### src/rtl/uart_word_rx.sv
// uart_word_rx: 8N1 UART receiver that packs consecutive bytes into words,
// most significant part first, and queues finished words in a small FIFO
// drained by the core through a read-enable handshake.
module uart_word_rx #(
    parameter int WORD_SIZE = 32,
    parameter int WORD_PART = 8,
    parameter int MEM_SIZE  = 64,
    parameter int CLQ_FREQ  = 200_000_000,
    parameter int BAUD_RATE = 115200
) (
    input  logic                 clock,
    input  logic                 reset,
    input  logic                 rx,
    input  logic                 r_enable,
    output logic [WORD_SIZE-1:0] data_out,
    output logic                 valid_out,
    output logic                 full,
    output logic                 empty,
    output logic                 overflow,
    output logic                 frame_err
);

    localparam int CLKS_PER_BIT = CLQ_FREQ / BAUD_RATE;
    localparam int HALF_BIT     = CLKS_PER_BIT / 2;
    localparam int PARTS        = WORD_SIZE / WORD_PART;
    localparam int CNT_W        = $clog2(CLKS_PER_BIT);
    localparam int BIT_W        = (WORD_PART > 1) ? $clog2(WORD_PART) : 1;
    localparam int PART_W       = (PARTS > 1) ? $clog2(PARTS) : 1;
    localparam int PTR_W        = (MEM_SIZE > 1) ? $clog2(MEM_SIZE) : 1;
    localparam int OCC_W        = $clog2(MEM_SIZE + 1);

    localparam logic [CNT_W-1:0]  CNT_ONE   = CNT_W'(1);
    localparam logic [CNT_W-1:0]  HALF_LAST = CNT_W'(HALF_BIT - 1);
    localparam logic [CNT_W-1:0]  BIT_END   = CNT_W'(CLKS_PER_BIT - 1);
    localparam logic [BIT_W-1:0]  BIT_ONE   = BIT_W'(1);
    localparam logic [BIT_W-1:0]  BIT_LAST  = BIT_W'(WORD_PART - 1);
    localparam logic [PART_W-1:0] PART_ONE  = PART_W'(1);
    localparam logic [PART_W-1:0] PART_LAST = PART_W'(PARTS - 1);
    localparam logic [PTR_W-1:0]  PTR_ONE   = PTR_W'(1);
    localparam logic [OCC_W-1:0]  OCC_ONE   = OCC_W'(1);
    localparam logic [OCC_W-1:0]  OCC_FULL  = OCC_W'(MEM_SIZE);

    typedef enum logic [1:0] {IDLE, START, DATA, STOP} state_t;

    state_t                 state_q, state_d;
    logic [1:0]             sync_q, sync_d;
    logic [CNT_W-1:0]       clk_cnt_q, clk_cnt_d;
    logic [BIT_W-1:0]       bit_cnt_q, bit_cnt_d;
    logic [WORD_PART-1:0]   shift_q, shift_d;
    logic [PART_W-1:0]      part_cnt_q, part_cnt_d;
    logic [WORD_SIZE-1:0]   word_q, word_d;
    logic                   wr_pend_q, wr_pend_d;
    logic [PTR_W-1:0]       wr_ptr_q, wr_ptr_d;
    logic [PTR_W-1:0]       rd_ptr_q, rd_ptr_d;
    logic [OCC_W-1:0]       count_q, count_d;
    logic [WORD_SIZE-1:0]   data_out_q, data_out_d;
    logic                   valid_out_q, valid_out_d;
    logic                   overflow_q, overflow_d;
    logic                   frame_err_q, frame_err_d;
    logic [WORD_SIZE-1:0]   fifo_mem [MEM_SIZE];

    logic rx_s;
    logic timer_done;
    logic byte_done;
    logic do_pop;
    logic do_write;

    assign rx_s       = sync_q[1];
    assign timer_done = (state_q == START) ? (clk_cnt_q == HALF_LAST) : (clk_cnt_q == BIT_END);
    assign full       = (count_q == OCC_FULL);
    assign empty      = (count_q == '0);
    assign data_out   = data_out_q;
    assign valid_out  = valid_out_q;
    assign overflow   = overflow_q;
    assign frame_err  = frame_err_q;

    // Receiver state register; reset drops any frame in progress.
    always_ff @(posedge clock or posedge reset) begin
        if (reset) state_q <= IDLE;
        else       state_q <= state_d;
    end

    // Next-state logic: start edge, glitch rejection, data bits, stop bit.
    always_comb begin
        state_d = state_q;
        case (state_q)
            IDLE:  if (!rx_s) state_d = START;
            START: if (timer_done) state_d = rx_s ? IDLE : DATA;
            DATA:  if (timer_done && (bit_cnt_q == BIT_LAST)) state_d = STOP;
            STOP:  if (timer_done) state_d = IDLE;
            default: state_d = IDLE;
        endcase
    end

    // Per-state outputs: bit timer, LSB-first shifting, byte strobe and framing error.
    always_comb begin
        sync_d      = {sync_q[0], rx};
        clk_cnt_d   = clk_cnt_q + CNT_ONE;
        bit_cnt_d   = bit_cnt_q;
        shift_d     = shift_q;
        byte_done   = 1'b0;
        frame_err_d = 1'b0;
        case (state_q)
            IDLE: begin
                clk_cnt_d = '0;
                bit_cnt_d = '0;
            end
            START: begin
                if (timer_done) clk_cnt_d = '0;
            end
            DATA: begin
                if (timer_done) begin
                    clk_cnt_d = '0;
                    shift_d   = {rx_s, shift_q[WORD_PART-1:1]};
                    bit_cnt_d = bit_cnt_q + BIT_ONE;
                end
            end
            STOP: begin
                if (timer_done) begin
                    clk_cnt_d = '0;
                    if (rx_s) byte_done   = 1'b1;
                    else      frame_err_d = 1'b1;
                end
            end
            default: clk_cnt_d = '0;
        endcase
    end

    // Word assembly and FIFO bookkeeping; a full FIFO drops the new word but a pop still happens.
    always_comb begin
        part_cnt_d = part_cnt_q;
        word_d     = word_q;
        wr_pend_d  = 1'b0;
        if (frame_err_d) begin
            part_cnt_d = '0;
            word_d     = '0;
        end else if (byte_done) begin
            word_d[WORD_SIZE-1-int'(part_cnt_q)*WORD_PART -: WORD_PART] = shift_q;
            if (part_cnt_q == PART_LAST) begin
                part_cnt_d = '0;
                wr_pend_d  = 1'b1;
            end else begin
                part_cnt_d = part_cnt_q + PART_ONE;
            end
        end

        do_pop      = r_enable && (count_q != '0);
        do_write    = wr_pend_q && (count_q != OCC_FULL);
        overflow_d  = wr_pend_q && (count_q == OCC_FULL);
        valid_out_d = do_pop;
        data_out_d  = do_pop ? fifo_mem[rd_ptr_q] : data_out_q;
        wr_ptr_d    = do_write ? (wr_ptr_q + PTR_ONE) : wr_ptr_q;
        rd_ptr_d    = do_pop ? (rd_ptr_q + PTR_ONE) : rd_ptr_q;
        count_d     = count_q;
        if (do_write && !do_pop)      count_d = count_q + OCC_ONE;
        else if (!do_write && do_pop) count_d = count_q - OCC_ONE;
    end

    // Datapath registers; the synchronizer idles high so reset never fakes a start bit.
    always_ff @(posedge clock or posedge reset) begin
        if (reset) begin
            sync_q      <= 2'b11;
            clk_cnt_q   <= '0;
            bit_cnt_q   <= '0;
            shift_q     <= '0;
            part_cnt_q  <= '0;
            word_q      <= '0;
            wr_pend_q   <= 1'b0;
            wr_ptr_q    <= '0;
            rd_ptr_q    <= '0;
            count_q     <= '0;
            data_out_q  <= '0;
            valid_out_q <= 1'b0;
            overflow_q  <= 1'b0;
            frame_err_q <= 1'b0;
        end else begin
            sync_q      <= sync_d;
            clk_cnt_q   <= clk_cnt_d;
            bit_cnt_q   <= bit_cnt_d;
            shift_q     <= shift_d;
            part_cnt_q  <= part_cnt_d;
            word_q      <= word_d;
            wr_pend_q   <= wr_pend_d;
            wr_ptr_q    <= wr_ptr_d;
            rd_ptr_q    <= rd_ptr_d;
            count_q     <= count_d;
            data_out_q  <= data_out_d;
            valid_out_q <= valid_out_d;
            overflow_q  <= overflow_d;
            frame_err_q <= frame_err_d;
        end
    end

    // Word storage; contents need no reset because the pointers and count define what is valid.
    always_ff @(posedge clock) begin
        if (do_write) fifo_mem[wr_ptr_q] <= word_q;
    end

endmodule

### config.mk
export PLATFORM = sky130hd
export DESIGN_NAME = uart_word_rx
export DESIGN_NICKNAME = d
export VERILOG_FILES = /design/src/rtl/uart_word_rx.sv
export SDC_FILE = /design/constraint.sdc
export NUM_CORES = 2
export LEC_CHECK = 0
export CORE_AREA = 2 2 385 387
export DETAILED_ROUTE_END_ITERATION = 8
export DIE_AREA = 0 0 387 389
export PLACE_DENSITY_LB_ADDON = 0.25
export SLEW_MARGIN = 15
export SYNTH_ARGS = -nofsm -noshare
export SYNTH_HDL_FRONTEND = slang
export SYNTH_SLANG_ARGS = --single-unit
### constraint.sdc
create_clock -name clock -period 3.7 [get_ports clock]
set_input_delay 0.74 -clock clock [delete_from_list [all_inputs] [get_ports clock]]
set_output_delay 0.74 -clock clock [all_outputs]
set_load 0.01 [all_outputs]
==> reports/results.ini <==
[outcome]
outcome = complete, no violations

[setup_path]
critPathKind = reg2out
slowest_stage = clkdlybuf4s50_1
worst_setup_path_end_kind = output port
arrival_ns = 2.76
crit_required_ns = 2.96
path_delay_family = simple AND/OR/NAND/NOR gates
crit_start = count_q[5]$_DFFE_PP0P_
critPathMaxStageDelay_ns = 0.77
rr_worst_depth = 12
startpoint_type = flip-flop
cp_max_fo = 3
worst-path-stages = 3
crit_path_cell_trace = or4_1 > nor4_2 > clkdlybuf4s50_1
path_buf_inv = 1
timing.rr.start = count_q[5]$_DFFE_PP0P_

[synthesis]
syn_inst = 3794
ys_async_sr_fraction = 0.0532
netlist.area_leader.share = 0.741
ys_ff_latch = 2163
syn-num-nets = 3814
avgSynthCellArea_sq_um = 21.9
synthFlopType = edfxtp_1
netlist_area_sq_mm = 0.0830
yosys.area_share.xor_xnor = 0.00253
synth_top_cell_by_area = edfxtp_1
synth_simple_gate_area_frac = 0.0150
yosys_warnings = 0
ys_top_cells_by_count = 2048 x edfxtp_1, 473 x mux4_2, 269 x mux2i_1
synth_mux_area_frac = 0.162
ys_top_cells_by_area = edfxtp_1 74%, mux4_2 13%, dfrtp_1 3.4%
seq_area_frac_synth = 0.776
synth_edf_count = 2048
synthMostInstantiatedCell = edfxtp_1
yosysUniqueCellTypes = 63
synth_fa_ha_area_frac = 0.00250
synth_compound_area_frac = 0.0283
synth_top_family_by_area = multiplexers

[clock_tree]
cts_sinks = 2163
cts.clk_slew.worst_paths_ns = 0.06
cts_buffer_depth = 3
htree_levels = 4
cts_tree = yes
insertion_delay_ns = 0.85
cts-root-buf = clkbuf_16
cts_buffers = 207
cts_setup_buffers = 0

[drt]
post_drt_wl_per_cell_um = 33.3
post_drt_via_cell_ratio = 6.59
num_vias = 41100
drt_iter0_markers = 5589
ant_nets = 0
drtPass1Iterations = 5
finalWirelength_mm = 207
route.detailed.drc = 0

[grt]
grt_pass1_wl_mm = 296
grt_max_degree = 67
groute.usage.overall = 0.279
grt_pass1_vias = 40900
grt.overflow.total = 0
antenna_found_initial = 7

[timing]
rsz0062_at_grt = no
clock.fmax_mhz = 286
slew_headroom = 0.175
fin_worst_skew_ns = 0.0381
final-max-slew-violation-count = 0
timing.final.crit_share = 0.946
min_period_ns = 3.50
hold_ws_ns = 0.320
worst_pin_slew_ns = 1.22
fin_ws_ns = 0.200
hold_viol = 0
setup_tns_ns = 0
setup_viol = 0

[floorplan]
coreArea_sq_mm = 0.147
die_h_um = 389
io_pins = 41
initial_core_util = 0.566
fp.dieArea_sq_mm = 0.151
rows = 141
die_w_um = 387

[cells_and_area]
seqCellArea_sq_mm = 0.0645
syn2layout_area_growth_pct = 13.9
finish.utilization = 0.645
multi_input_area_sq_mm = 0.0180
final_cells = 6233
nets = 4147
drive_gt1_frac = 0.273
fillers = 9521

[power]
cellPowerDensity_mw_per_mm2 = 629
leakagePower_nw = 25.4
vdd_drop_max_mv = 0.444

[place]
place_inst = 5848
hpwl_mm = 121
port_buffers = 40
gp_congestion = 0.840
post-place-ws_ns = 0.161

[worst_hold_path]
hold_class = in2reg
hold_depth = 1
hold_start = rx

[job]
drv_cap = 0

-- cell type report --
cell class	instances	share of cell area
multi-input combinational	1411	0.190
inverter	17	0.000715
timing repair buffer	327	0.0318
antenna	2	0.0000530
sequential	2163	0.682
tap	1930	0.0256
clock inverter	108	0.00953
clock buffer	275	0.0599
-- per-layer routing --
metal  share of wire  vias up  track usage  routed length [um]
li1                -    16600            -                   -
met1            0.39    21800        0.401               80700
met2            0.47     2309        0.431               97300
met3            0.11      342       0.0601               22000
met4           0.035        0       0.0951                7300
met5               0        -            0                   0
-- layout by cell type (no fill, tap or decap), drive strengths merged, types with 4 or more instances in the layout --
master         count
buf              287
a211o              6
o22ai             23
mux4             473
a211oi             8
dfrtp            113
mux2i            269
and3               5
or3                4
inv               24
clkinv            86
a22oi             35
a221oi            18
a21oi             53
a2111oi           18
nor3               7
o21ai             79
clkdlybuf4s50     39
a32oi             10
o221ai            22
and2               5
a31oi             22
nor2b             11
nand2b            14
nor2             116
mux2              10
xor2              11
bufinv            12
o211ai             4
clkbuf           275
edfxtp          2048
nand2             79
ha                15
a22o              35
xnor2             13
nand3             13
-- flip-flops by register name (all words and copies together) (netlist names), 2 cells and up, named ones only --
| name | flops |
|---|---|
| fifo_mem | 2048 |
| data_out | 32 |
| word_q | 32 |
| clk_cnt_q | 11 |
| shift_q | 8 |
| count_q | 7 |
| rd_ptr_q | 6 |
| wr_ptr_q | 6 |
| bit_cnt_q | 3 |
| part_cnt_q | 2 |
| sync_q | 2 |
-- cell families (layout without fill, tap and decap cells) --
family | after synthesis | in the layout
compound gates | 345 | 345
xor+xnor | 24 | 24
fa+ha+maj | 16 | 16
buf+inv | 220 | 727
flops | 2163 | 2163
mux | 752 | 752
other cells | 0 | 2
simple gates | 274 | 274
-- worst register-to-register path: cells and delay by family (launching register included) --
family | cells | cell delay, ns
xor+xnor | 1 | 0.21
flops | 1 | 0.40
simple gates | 5 | 1.51
buf+inv | 1 | 0.18
compound gates | 3 | 0.50
fa+ha+maj | 2 | 0.55
-- metrics by stage --
| stage | total power, W | area [sq um] |
|---|---|---|
| global route | 0.0612 | 94500 |
| CTS | 0.0597 | 94500 |
| global placement | 0.0395 | 87900 |
| floorplan | 0.0346 | 83000 |
| detailed placement | 0.0395 | 87900 |
| finish | 0.0595 | 94500 |
-- power breakdown --
group          switching [W]  internal [W]  total (W)
Clock                0.00889        0.0116     0.0205
Combinational        0.00677       0.00483     0.0116
Sequential          0.000781        0.0266     0.0274
Total                 0.0164        0.0430     0.0595
-- timing repair --
item | in CTS | in global routing
hold buffers | 0 | 0
endpoints found under the setup margin | 1 | 2
gates resized for setup | 1 | 2
endpoints found under the hold margin | 0 | 0
-- worst paths after layout --
kind / slack [ns] / to
hold reg to reg: 0.35 / sync_q[1]$_DFF_PP1_
max in group asynchronous: 2.51 / data_out[7]$_DFFE_PP0P_
setup reg to reg: 0.28 / count_q[6]$_DFFE_PP0P_
setup / recovery: 0.20 / empty
hold / removal: 0.32 / sync_q[0]$_DFF_PP1_
min in group asynchronous: 0.43 / clk_cnt_q[1]$_DFF_PP0_
No activity file was read; power rests on OpenSTA's default activity.
